`src/rtl/ripple_cla16_adder.sv`:
```
// Multi-cycle 16-bit adder: four 4-bit carry-lookahead nibble stages, one nibble per clock,
// carry rippling between nibbles through a register. Start/ready handshake on en/ready.
module ripple_cla16_adder #(
   parameter int unsigned WIDTH  = 16,
   parameter int unsigned NIBBLE = 4
) (
   input  logic             clk,
   input  logic             rst_n,
   input  logic             en,
   input  logic [WIDTH-1:0] A,
   input  logic [WIDTH-1:0] B,
   input  logic             c_in,
   output logic [WIDTH-1:0] Output,
   output logic             c_out,
   output logic             ready
);

   localparam int unsigned NSTAGE = WIDTH / NIBBLE;
   localparam int unsigned KW     = $clog2(NSTAGE);
   localparam int unsigned LW     = $clog2(WIDTH);

   typedef enum logic [1:0] {IDLE, CALC, DONE} state_t;

   state_t            state_q, state_d;
   logic [WIDTH-1:0]  a_q, a_d;
   logic [WIDTH-1:0]  b_q, b_d;
   logic [WIDTH-1:0]  acc_q, acc_d;
   logic              carry_q, carry_d;
   logic [KW-1:0]     k_q, k_d;
   logic [WIDTH-1:0]  output_d;
   logic              c_out_d;
   logic              ready_d;

   logic [LW-1:0]     nib_lsb;
   logic [NIBBLE-1:0] a_nib;
   logic [NIBBLE-1:0] b_nib;
   logic [NIBBLE:0]   nib_res;

   // 4-bit carry-lookahead: all internal carries from g/p directly, returns {carry_out, sum}
   function automatic logic [4:0] cla4(input logic [3:0] a, input logic [3:0] b, input logic c0);
      logic [3:0] g;
      logic [3:0] p;
      logic [4:0] c;
      g    = a & b;
      p    = a ^ b;
      c[0] = c0;
      c[1] = g[0] | (p[0] & c0);
      c[2] = g[1] | (p[1] & g[0]) | (p[1] & p[0] & c0);
      c[3] = g[2] | (p[2] & g[1]) | (p[2] & p[1] & g[0]) | (p[2] & p[1] & p[0] & c0);
      c[4] = g[3] | (p[3] & g[2]) | (p[3] & p[2] & g[1]) | (p[3] & p[2] & p[1] & g[0])
           | (p[3] & p[2] & p[1] & p[0] & c0);
      return {c[4], p ^ c[3:0]};
   endfunction

   assign nib_lsb = LW'(k_q * NIBBLE);
   assign a_nib   = a_q[nib_lsb +: NIBBLE];
   assign b_nib   = b_q[nib_lsb +: NIBBLE];
   assign nib_res = cla4(a_nib, b_nib, carry_q);

   // State and datapath registers
   always_ff @(posedge clk or negedge rst_n) begin
      if (!rst_n) begin
         state_q <= IDLE;
         a_q     <= '0;
         b_q     <= '0;
         acc_q   <= '0;
         carry_q <= 1'b0;
         k_q     <= '0;
         Output  <= '0;
         c_out   <= 1'b0;
         ready   <= 1'b0;
      end else begin
         state_q <= state_d;
         a_q     <= a_d;
         b_q     <= b_d;
         acc_q   <= acc_d;
         carry_q <= carry_d;
         k_q     <= k_d;
         Output  <= output_d;
         c_out   <= c_out_d;
         ready   <= ready_d;
      end
   end

   // Next-state and datapath update; result registers only move on the final nibble
   always_comb begin
      state_d  = state_q;
      a_d      = a_q;
      b_d      = b_q;
      acc_d    = acc_q;
      carry_d  = carry_q;
      k_d      = k_q;
      output_d = Output;
      c_out_d  = c_out;
      ready_d  = ready;
      case (state_q)
         IDLE: begin
            if (en) begin
               a_d     = A;
               b_d     = B;
               carry_d = c_in;
               k_d     = '0;
               acc_d   = '0;
               state_d = CALC;
            end
         end
         CALC: begin
            if (!en) begin
               state_d = IDLE;
               ready_d = 1'b0;
            end else begin
               acc_d[nib_lsb +: NIBBLE] = nib_res[NIBBLE-1:0];
               carry_d                  = nib_res[NIBBLE];
               if (k_q == KW'(NSTAGE - 1)) begin
                  output_d = acc_d;
                  c_out_d  = nib_res[NIBBLE];
                  ready_d  = 1'b1;
                  k_d      = '0;
                  state_d  = DONE;
               end else begin
                  k_d = KW'(k_q + 1'b1);
               end
            end
         end
         DONE: begin
            if (!en) begin
               state_d = IDLE;
               ready_d = 1'b0;
            end
         end
         default: state_d = IDLE;
      endcase
   end

endmodule

```
`config.mk`:
```
export PLATFORM = sky130hd
export DESIGN_NAME = ripple_cla16_adder
export DESIGN_NICKNAME = d
export VERILOG_FILES = /design/src/rtl/ripple_cla16_adder.sv
export SDC_FILE = /design/constraint.sdc
export NUM_CORES = 1
export LEC_CHECK = 0
export ABC_CLOCK_PERIOD_IN_PS = 6300
export CAP_MARGIN = 25
export CELL_PAD_IN_SITES_DETAIL_PLACEMENT = 1
export CELL_PAD_IN_SITES_GLOBAL_PLACEMENT = 1
export CORE_MARGIN = 2
export CORE_UTILIZATION = 45
export DETAILED_ROUTE_END_ITERATION = 8
export PLACE_DENSITY_LB_ADDON = 0.1
export SLEW_MARGIN = 40
export SYNTH_ARGS = -nofsm -noshare
export SYNTH_HDL_FRONTEND = slang
export SYNTH_SLANG_ARGS = --single-unit
```
`constraint.sdc`:
```
create_clock -name clk -period 6.3 [get_ports clk]
set_input_delay 0.945 -clock clk [delete_from_list [all_inputs] [get_ports clk]]
set_output_delay 0.945 -clock clk [all_outputs]
set_load 0.01 [all_outputs]
```
# Yosys cells after proc, flatten, opt, wreduce, memory -nomap -nowiden
# Index checks and enable logic that the tools add are counted.
[totals] out_inout_bits=18 word_cells=79 in_bits=36 regBits=71
[classes] bitwise=29 addsub=2 eq_ne=7 n_shift=4 n_mux=20 reduce_logical=8
[ops] op="2-to-1 mux 16 bit" n=2
[ops] op="one-hot mux 16 bit (2 select lines)" n=1
[ops] op="variable part select 16 x 5 -> 4 bit" n=2
[ops] op="AND 1 bit" n=16
[ops] op="bitwise mux 16 bit" n=1
[ops] op="variable shift 4 x 6 -> 16 bit (first input constant)" n=1
[ops] op="variable part select 4 x 6 -> 16 bit" n=1
[ops] op="2-to-1 mux 2 bit" n=7
[ops] op="AND reduction 3 bit" n=4
[ops] op="bitwise OR 1 bit" n=10
[ops] op="XOR 4 bit" n=2
[ops] op="inequality test 2 bit (second input constant)" n=3
[ops] op="negator 4 -> 6 bit" n=1
[ops] op="one-hot mux 2 bit (3 select lines)" n=1
[ops] op="2-to-1 mux 1 bit" n=5
[ops] op="AND 4 bit" n=1
[ops] op="equality test 2 bit (second input constant)" n=2
[ops] op="one-hot mux 1 bit (2 select lines)" n=2
[ops] op="one-hot mux 2 bit (2 select lines)" n=1
[ops] op="nonzero test 2 bit" n=2
[ops] op="inequality test 3 bit (second input constant)" n=1
[ops] op="adder 2 x 1 -> 2 bit (second input constant)" n=1
[ops] op="equality test 2 x 1 -> 1 bit (second input constant)" n=1
[ops] op="logical NOT 2 bit" n=1
[ops] op="AND reduction 2 bit" n=1

# Longest topological paths before layout
# Gate-level depths: netlist of run 1.
[logic_depth] ltp_word=11 mapped_depth=8 depth_no_buf=6

# Least setup slack after synthesis of run 1
# Ideal clock, no wire load.
[synth_timing] path_kind="reg2reg" from="reg k_q[0]" to="reg Output[7]" t_required_ns=6.204 period_less_slack_ns=2.626 setup_ns=0.096 slack_ns=3.674 n_path_buf=2 t_arrival_ns=2.530 path_stages_with_launch=9 path_cell_list="dfrtp_1 -> buf_2 -> mux4_2 -> ha_1 -> a211oi_1 -> o21a_1 -> or3_1 -> buf_6 -> o31ai_1"
[synth_between] elab_chain_cells=9 elab_cells_between_ends=26 classes_between="1 x add/sub; 1 x eq/ne; 4 x shift; 1 x mux; 18 x bitwise; 1 x reduce/logical"
[synth_rtl] element="start, declared" line_no="29" rtl="logic [KW-1:0] k_q, k_d;"
[synth_rtl] element="start signal, assigned" line_no="78" rtl="k_q <= k_d;"
[synth_rtl] element="variable part select 16 x 5 -> 4 bit, on equally long branches" line_no="56, 57"
[synth_rtl] element="XOR 4 bit or AND 4 bit (tied branches)" line_no="45, 44"
[synth_rtl] element="AND 1 bit" line_no="49" rtl="c[3] = g[2] | (p[2] & g[1]) | (p[2] & p[1] & g[0]) | (p[2] & p[1] & p[0] & c0);"
[synth_rtl] element="bitwise OR 1 bit or AND 1 bit (tied branches) (2 in a row)" line_no="49"
[synth_rtl] element="bitwise OR 1 bit" line_no="49"
[synth_rtl] element="XOR 4 bit" line_no="52" rtl="return {c[4], p ^ c[3:0]};"
[synth_rtl] element="variable part select 4 x 6 -> 16 bit" line_no="112" rtl="acc_d[nib_lsb +: NIBBLE] = nib_res[NIBBLE-1:0];"
[synth_rtl] element="bitwise mux 16 bit" line_no="112"
[synth_rtl] element="end signal, assigned" line_no="79" rtl="Output <= output_d;"
[synth_rtl] element="end, declared" line_no="13" rtl="output logic [WIDTH-1:0] Output,"
# Several ways; a longest one is shown, not always the timed one.
# A chain may end at the register's enable or synchronous reset.

# Final worst setup path of run 1
[layout_timing] from="reg k_q[0]" to="reg acc_q[14]"
[layout_between] elab_chain_cells=11 elab_cells_between_ends=26 classes_between="1 x add/sub; 4 x shift; 3 x mux; 18 x bitwise"
[layout_rtl] element="variable part select 16 x 5 -> 4 bit, on equally long branches" line_no="56, 57"
[layout_rtl] element="XOR 4 bit or AND 4 bit (tied branches)" line_no="45, 44"
[layout_rtl] element="AND 1 bit" line_no="49"
[layout_rtl] element="bitwise OR 1 bit or AND 1 bit (tied branches) (2 in a row)" line_no="49"
[layout_rtl] element="bitwise OR 1 bit" line_no="49"
[layout_rtl] element="XOR 4 bit" line_no="52"
[layout_rtl] element="variable part select 4 x 6 -> 16 bit" line_no="112"
[layout_rtl] element="bitwise mux 16 bit *" line_no="112"
[layout_rtl] element="2-to-1 mux 16 bit *" line_no="108" rtl="if (!en) begin"
[layout_rtl] element="one-hot mux 16 bit (2 select lines) *" line_no="96" rtl="case (state_q)"
[layout_rtl] element="end signal, assigned" line_no="66" rtl="acc_q <= '0;"
[layout_rtl] element="end signal, assigned" line_no="76" rtl="acc_q <= acc_d;"
[layout_rtl] element="end, declared" line_no="27" rtl="logic [WIDTH-1:0] acc_q, acc_d;"
# Every way passes the cells marked *; elsewhere a longest branch is shown, timed or not. The select of a mux whose other input is x is not followed.

==> results of run 1 <==
-- routing by layer --
metal	global-route usage, %	share of wire, %	vias to the layer above
met2	38.5	54	56
li1	-	-	1160
met3	4.93	3.5	12
met5	0	0	-
met4	9.20	1.6	0
met1	24.2	41	1290
-- cells by family (layout without fill, tap and decap cells) --
logic type | count (synthesis) | after routing
simple gates | 58 | 58
mux | 43 | 43
flops | 71 | 71
buf+inv | 28 | 83
xor+xnor | 2 | 2
fa+ha+maj | 12 | 12
compound gates | 77 | 77
-- layout make-up --
class                      count  area [sq um]
fill                         755          3080
sequential                    71          1780
multi-input combinational    192          1550
timing repair buffer          57           559
clock buffer                   9           124
tap                           99           124
clock inverter                 7          73.8
inverter                      10          37.5
-- cell usage in the layout, fill, tap and decap left out, types with 5 or more instances in the layout --
cell type	count
clkdlybuf4s50_1	52
mux4_2	8
a21oi_1	12
clkbuf_8	9
a2bb2oi_1	6
o31ai_1	14
nand2_1	22
o21ai_0	23
nor2b_1	8
inv_1	10
a22o_1	6
nor3b_1	6
o22ai_1	6
mux2_2	31
nor2_1	5
dfrtp_1	70
ha_1	11
-- worst max-delay path by stage --
stage | end | slack, ps | start
finish | acc_q[14] | 3310 | k_q[0]
global route | Output[14] | 3150 | k_q[0]
CTS | acc_q[14] | 3090 | k_q[0]
detailed placement | Output[14] | 3090 | k_q[0]
global placement | Output[6] | 3190 | en
floorplan | Output[7] | 3670 | k_q[0]
-- tightest hold or removal path: stages, from the launching register on --
cell and delay (ps):
dfrtp_1 350, nand2_1 50, o21ai_0 60
-- sequential cells by signal, indices dropped and copies added, names as in the netlist --
name     cells
carry_q      1
acc_q       16
c_out        1
b_q         16
a_q         16
Output      16
k_q          2
ready        1
state_q      2
-- metrics by stage --
step           setup slack (ps)  power (uW)  std cells
2_1_floorplan              3670         932        291
3_3_place_gp               3190        1070        428
3_5_place_dp               3090        1100        428
4_1_cts                    3090        1470        444
5_1_grt                    3150        1550        445
6_report                   3310        1460        445
-- report_power, final --
group	switching [uW]	total, uW	internal [uW]
registers	61.4	590	528
clock network	182	365	183
logic	286	508	222
total	530	1460	933
==> results.yml, run 1 <==
placed_design:
  place_area_sq_um: 4040
  port_buffers: 53
  dp_hpwl_mm: 5.57
  gp_congestion: 0.786
critical_path:
  cp_num_cells: 6
  crit_buf_inv: 0
  critPathMaxFanout: 16
  path_cells: "mux4_2 -> ha_1 -> a21o_1 -> a21oi_1 -> xor2_1 -> o31ai_1"
  regToRegSetupSlack_ps: 3310
  crit_required_ps: 6500
  reg2reg_depth: 6
  r2r_start: "k_q[0]"
  cp_slowest_stage_delay_ps: 630
  cpMaxStageDelayCell: "dfrtp_2"
  end_kind: "flop"
  rr_endpoint: "acc_q[14]"
  crit_family: "flip-flops"
  cp-start-kind: "flop"
  arrival_ps: 3200
  worstSetupPathType: "reg -> reg"
min_path:
  hold_class: "reg -> reg"
  worstHoldPathCells: 2
  min_to: "Output[0]"
  hold_start: "Output[0]"
finish:
  final_nets: 389
  fin_area_sq_um: 4250
  final_layout_size_suffix_gt1_share_pct: 18.2
  syn2layout_area_growth_pct: 22.7
  diodes: 0
  postLayoutCoreUtil_pct: 57.9
drt:
  ant_nets: 0
  drt_iter0_drc: 110
  first_pass_iters: 6
  vias: 2518
  wl_mm: 8.43
  via_per_inst: 5.66
  wl_per_cell_um: 18.9
  drc: 0
logic_synthesis:
  syn_inst: 291
  synthesis.nets: 339
  synthAdderAreaFrac_pct: 4.56
  synth_area_leaders: "dfrtp_1 (51%), mux2_2 (10%), mux4_2 (5.2%)"
  synth-edff-count: 0
  netlist_area_sq_um: 3460
  yosysSeqAreaShare_pct: 51.3
  yosysWarningCount: 0
  synth_compound_area_share_pct: 14.4
  synth_top_family_by_area: "multiplexers"
  synth_xor_area_share_pct: 0.506
  ys_types: 43
  synth_most_common_cell: "dfrtp_1"
  ys_ff_latch: 71
  yosysTopAreaCellShare_pct: 51.3
  yosys.area_share.simple_pct: 8.89
  ys_top_cells_by_count: "dfrtp_1 (71), mux2_2 (31), o21ai_0 (23)"
  syn_avg_cell_area_sq_um: 11.9
  synth_ff_type: "dfrtp_1"
  async_reset_ff_share_pct: 100
  yosys.area.top_type: "dfrtp_1"
  synth_mux_area_share_pct: 16.5
clock_network:
  cts-buffers-inserted: 9
  clk_latency_ps: 360
  cts-root-buf: "clkbuf_8"
  htree_levels: 3
  clock_sinks: 71
  clk_pin_slew_worst_paths_ps: 80
  cts_tree: "done"
  cts_resized: 0
  cts_setup_buffers: 0
  cts_hold_buf: 0
  clock_tree.buffer_depth: 2
timing:
  tightest_slew_ps: 777
  max_freq_ghz: 0.334
  fin_hold_ws_ps: 482
  relSlewSlack_pct: 48.2
  fin_crit_sh_pct: 47.5
  rsz0062_at_grt: "no"
  fin_setup_tns_ps: 0
  finalSetupViolations: 0
  finalHoldViolCount: 0
  report.final.slew_viol_count: 0
  fin_skew_ps: 9.16
  layout_min_cycle_time_ps: 2990
power_and_ir_drop:
  p_per_area_nw_per_um2: 344
  vdd_drop_max_mv: 0.192
  p_leak_uw: 0.00178
global_routing:
  grt_pass1_vias: 2793
  grt_overflow_total: 0
  track_usage_pct: 21.4
  antenna_found_initial: 0
  grt_max_degree: 72
  grt_first_pass_wirelength_mm: 13.8
flow_run:
  maxCapViolCount: 0
status:
  status: "finished, final reports clean"
floorplan:
  rows: 31
  ios: 54
  core-area_sq_um: 7330
  initial_core_util_pct: 47.2
  die_x_um: 91.7
  die_area_sq_um: 8410
  die_y_um: 91.7
(Power assumes the default switching activity.)
==> run 2, diff against run 1 <==
- ABC_CLOCK_PERIOD_IN_PS: 6300 -> 3000
- CORE_UTILIZATION: 45 -> 43
- clock period: 6.3 -> 3 ns (I/O delays scaled with it)
==> results.yml, run 2 (synthesis results as in run 1) <==
critical_path:
  end_kind: "flop"
  path_cells: "mux4_2 -> ha_1 -> a21oi_1 -> and2b_1 -> or3_1 -> o31ai_1"
  cp-start-kind: "flop"
  crit_family: "simple AND/OR/NAND/NOR gates"
  crit_required_ps: 3260
  arrival_ps: 2930
  critPathMaxFanout: 9
  cp_slowest_stage_delay_ps: 570
  crit_buf_inv: 0
  worstSetupPathType: "reg -> reg"
  cpMaxStageDelayCell: "mux4_2"
timing:
  max_freq_ghz: 0.374
  fin_hold_ws_ps: 422
  finalHoldViolCount: 0
  finalSetupViolations: 0
  report.final.slew_viol_count: 0
  fin_setup_tns_ps: 0
  layout_min_cycle_time_ps: 2670
  fin_crit_sh_pct: 89.1
  rsz0062_at_grt: "no"
  tightest_slew_ps: 635
  relSlewSlack_pct: 57.7
  fin_skew_ps: 13.4
clock_network:
  cts-buffers-inserted: 9
  clk_pin_slew_worst_paths_ps: 80
  cts-root-buf: "clkbuf_8"
  clock_tree.buffer_depth: 2
  clk_latency_ps: 360
  htree_levels: 3
  cts_tree: "done"
  clock_sinks: 71
floorplan:
  rows: 32
  ios: 54
  die_y_um: 93.7
  die_x_um: 93.7
  die_area_sq_um: 8780
  core-area_sq_um: 7770
  initial_core_util_pct: 44.6
flow_run:
  maxCapViolCount: 0
power_and_ir_drop:
  p_per_area_nw_per_um2: 747
  p_leak_uw: 0.00182
  p_sw_uw: 1090
  seq_power_share_pct: 38.3
  total_power_uw: 3240
  p_sw_share_pct: 33.8
  pwr-share-clk_pct: 27.3
  p_int_uw: 2140
  vdd_drop_max_mv: 0.399
  combPwrFrac_pct: 34.4
finish:
  nFillCells: 829
  postLayoutCoreUtil_pct: 55.8
  seq_area_sq_um: 1780
  multi_input_comb_area_sq_um: 1550
  final_nets: 394
  diodes: 0
  final_common_cell: "dfrtp_1"
  final_cell_mix: "dfrtp_1 (70), clkdlybuf4s50_1 (52), mux2_2 (31), o21ai_0 (23), nand2_1 (22)"
  fin_area_sq_um: 4330
  final_layout_size_suffix_gt1_share_pct: 19.1
  syn2layout_area_growth_pct: 25.2
placed_design:
  port_buffers: 53
  place_area_sq_um: 4090
  gp_congestion: 0.807
  dp_hpwl_mm: 5.72
global_routing:
  grt_first_pass_wirelength_mm: 13.6
  grt_max_degree: 71
  antenna_found_initial: 0
  grtUsageMet2_pct: 34.9
  grt.met1_usage_pct: 25.5
  grt_use_met3_pct: 3.45
  track_usage_pct: 20.5
  grt_overflow_total: 0
  grt_pass1_vias: 2668
  busiest_layer: "met2"
drt:
  first_pass_iters: 4
  drc: 0
  via_per_inst: 5.47
  drt_iter0_drc: 77
  vias: 2477
  ant_nets: 0
  wl_per_cell_um: 18.4
  wl_mm: 8.32
status:
  status: "finished, final reports clean"
min_path:
  hold_class: "in -> async"
==> run 2: cell types whose count changed in the layout (fill, tap and decap cells not counted) <==
cell	change
buf_6	-1
clkbuf_8	+2
clkinv_2	-1
buf_4	+4
clkinvlp_4	+1
buf_12	+1
clkinv_4	-3
bufinv_16	+1
dlygate4sd3_1	+1
==> run 2: final cells by class <==
class / instances / area share, %
clock inverters: 5 / 1.85
inverters: 10 / 0.866
repair buffers: 62 / 14.0
flip-flops and latches: 71 / 41.0
multi-input cells: 192 / 35.8
well taps: 102 / 2.94
clock buffers: 11 / 3.49
==> run 2: timing repair <==
action / in CTS / in global routing
resized for setup: 0 / 1
buffers inserted: 0 / 0
hold endpoints to repair: 1 / 0
hold buffers: 1 / 0
setup endpoints to repair: 0 / 4
==> run 2: through the flow <==
step           instances  setup WS [ps]
6_report             453            328
5_1_grt              453            151
4_1_cts              453            112
3_5_place_dp         436            165
3_3_place_gp         436            268
2_1_floorplan        291            374
==> run 2: path summary, 6_finish.rpt <==
path | from | cells past startpoint | endpoint | slack, ps
min reg2reg | Output[5] | 2 | Output[5] | 480
min in group clk | Output[5] | 2 | Output[5] | 480
min | rst_n | 2 | Output[2] | 420
max reg2reg | k_q[0] | 6 | acc_q[3] | 330
max | k_q[0] | 6 | acc_q[3] | 330
max in group asynchronous | rst_n | 3 | k_q[0] | 2020
==> run 2: worst register-to-register path: stages (launching register included) <==
cell and delay (ps):
dfrtp_2 540, mux4_2 570, ha_1 360, a21oi_1 150
and2b_1 210, or3_1 470, o31ai_1 280
==> run 2: power groups by stage <==
stage	Sequential [uW]	Combinational (uW)	Clock, uW
6_report	1240	1110	883
5_1_grt	1260	1220	942
4_1_cts	1250	1130	900
3_5_place_dp	1260	1110	0
3_3_place_gp	1250	1070	0
2_1_floorplan	1210	751	0
==> run 2: per-layer routing <==
layer  wire length, um  vias up
li1                  -     1172
met5                 0        -
met4               185        0
met3               216       15
met2              4380       54
met1              3530     1236
==> run 3, diff against run 2 <==
--- a/config.mk
+++ b/config.mk
@@ -12,3 +12,4 @@
 export CORE_MARGIN = 2
-export CORE_UTILIZATION = 43
+export CORE_UTILIZATION = 44
+export CTS_BUF_LIST = sky130_fd_sc_hd__clkbuf_8
 export DETAILED_ROUTE_END_ITERATION = 8
==> constraint.sdc (replaced) <==
create_clock -name clk -period 3 [get_ports clk]
set_input_delay 0.6 -clock clk [delete_from_list [all_inputs] [get_ports clk]]
set_output_delay 0.6 -clock clk [all_outputs]
set_load 0.01 [all_outputs]
==> results.yml, run 3 (synthesis results as in run 1) <==
clock_network:
  clock_tree.buffer_depth: 2
  cts_resized: 0
  clock_sinks: 71
  cts-buffers-inserted: 9
  clk_pin_slew_worst_paths_ps: 80
  htree_levels: 3
  clk_latency_ps: 350
  cts_setup_buffers: 0
  cts_tree: "done"
  cts-root-buf: "clkbuf_8"
  cts_hold_buf: 0
drt:
  drc: 0
  ant_nets: 0
  wl_mm: 7.86
  first_pass_iters: 4
  via_per_inst: 5.47
  vias: 2476
  wl_per_cell_um: 17.3
  drt_iter0_drc: 66
global_routing:
  antenna_found_initial: 0
  track_usage_pct: 20.3
  grtUsageMet2_pct: 36.2
  grt_pass1_vias: 2727
  grt.met1_usage_pct: 24.7
  grt_use_met3_pct: 4.31
  busiest_layer: "met2"
  grt_overflow_total: 0
  grt_max_degree: 45
  grt_first_pass_wirelength_mm: 13.3
critical_path:
  reg2reg_depth: 6
  r2r_start: "k_q[0]"
  crit_required_ps: 3250
  cp_slowest_stage_delay_ps: 620
  worstSetupPathType: "reg -> reg"
  regToRegSetupSlack_ps: 250
  cpMaxStageDelayCell: "dfrtp_1"
  end_kind: "flop"
  critPathMaxFanout: 9
  crit_end: "Output[3]"
  arrival_ps: 3010
  cp-start-kind: "flop"
  path_cells: "mux4_2 -> ha_1 -> a21oi_1 -> and2b_1 -> or3_1 -> o31ai_1"
  rr_endpoint: "Output[3]"
  cp-startpoint: "k_q[0]"
finish:
  final_cell_mix: "dfrtp_1 (71), clkdlybuf4s50_1 (52), mux2_2 (31), o21ai_0 (23), nand2_1 (22)"
  syn2layout_area_growth_pct: 23.4
  final_layout_size_suffix_gt1_share_pct: 18.8
  final_common_cell: "dfrtp_1"
  final_nets: 395
  diodes: 0
  nFillCells: 826
timing:
  fin_setup_tns_ps: 0
  finalSetupViolations: 0
  relSlewSlack_pct: 55.8
  finalHoldViolCount: 0
  setup_ws_ps: 246
  fin_crit_sh_pct: 91.8
  tightest_slew_ps: 663
  max_freq_ghz: 0.363
  layout_min_cycle_time_ps: 2750
  rsz0062_at_grt: "no"
  fin_skew_ps: 10.5
  report.final.slew_viol_count: 0
floorplan:
  die_y_um: 92.7
  die_x_um: 92.7
  initial_core_util_pct: 45.0
  die_area_sq_um: 8590
  ios: 54
  core-area_sq_um: 7690
  rows: 32
min_path:
  hold_class: "in -> async"
power_and_ir_drop:
  p_per_area_nw_per_um2: 703
  vdd_drop_max_mv: 0.332
  p_leak_uw: 0.00180
placed_design:
  port_buffers: 53
  dpl_worst_slack_ps: 228
  dp_hpwl_mm: 5.75
  gp_congestion: 0.781
flow_run:
  maxCapViolCount: 0
status:
  status: "finished, final reports clean"
## run 3: cell types whose count changed in the layout (fill, tap and decap cells not counted)
cell / delta
dfrtp_1: +1
dfrtp_2: -1
bufinv_16: -2
dlygate4sd3_1: -1
inv_1: +1
clkinv_2: +2
buf_4: +2
clkbuf_8: -1
clkinvlp_4: -1
## run 3: how the worst min path moves through the flow
| stage | cells past startpoint | slack [ps] | endpoint |
|---|---|---|---|
| global route | 1 | 320 | Output[11] |
| global placement | 2 | 450 | acc_q[11] |
| CTS | 1 | 290 | Output[11] |
| floorplan | 0 | 300 | Output[0] |
| detailed placement | 2 | 460 | acc_q[9] |
| finish | 1 | 280 | Output[11] |
## run 3: critical path, delay by kind of cell (launching register included)
family / cells / cell delay (ps)
flops: 1 / 620
simple gates: 2 / 680
fa+ha+maj: 1 / 360
compound gates: 2 / 430
mux: 1 / 560
## run 3: stage by stage
stage | std cells | util (%) | area [sq um] | power [uW] | hold WS, ps
floorplan | 291 | - | 3460 | 1960 | 304
global placement | 438 | 53.4 | 4110 | 2330 | 454
detailed placement | 438 | 53.4 | 4110 | 2370 | 463
CTS | 453 | 55.6 | 4270 | 3040 | 295
global route | 453 | 55.6 | 4270 | 3210 | 321
finish | 453 | 55.6 | 4270 | 3000 | 281
## run 3: where the power goes
group          internal [uW]  switching (uW)
sequential              1110             123
combinational            521             582
clock                    311             354
total                   1940            1060
## run 3: per-layer routing
metal / routed length (um) / share of wire, %
met1: 3300 / 42
met2: 4200 / 53
met3: 273 / 3.5
met5: 0 / 0
met4: 87 / 1.1
## run 3: final cells by class
type                       instances  area [sq um]  share of cell area (%)
tap                              102           128                    2.99
sequential                        71          1780                    41.6
multi-input combinational        192          1550                    36.3
clock buffer                      10           138                    3.22
clock inverter                     5          26.3                   0.615
timing repair buffer              63           613                    14.4
inverter                          10          37.5                   0.879
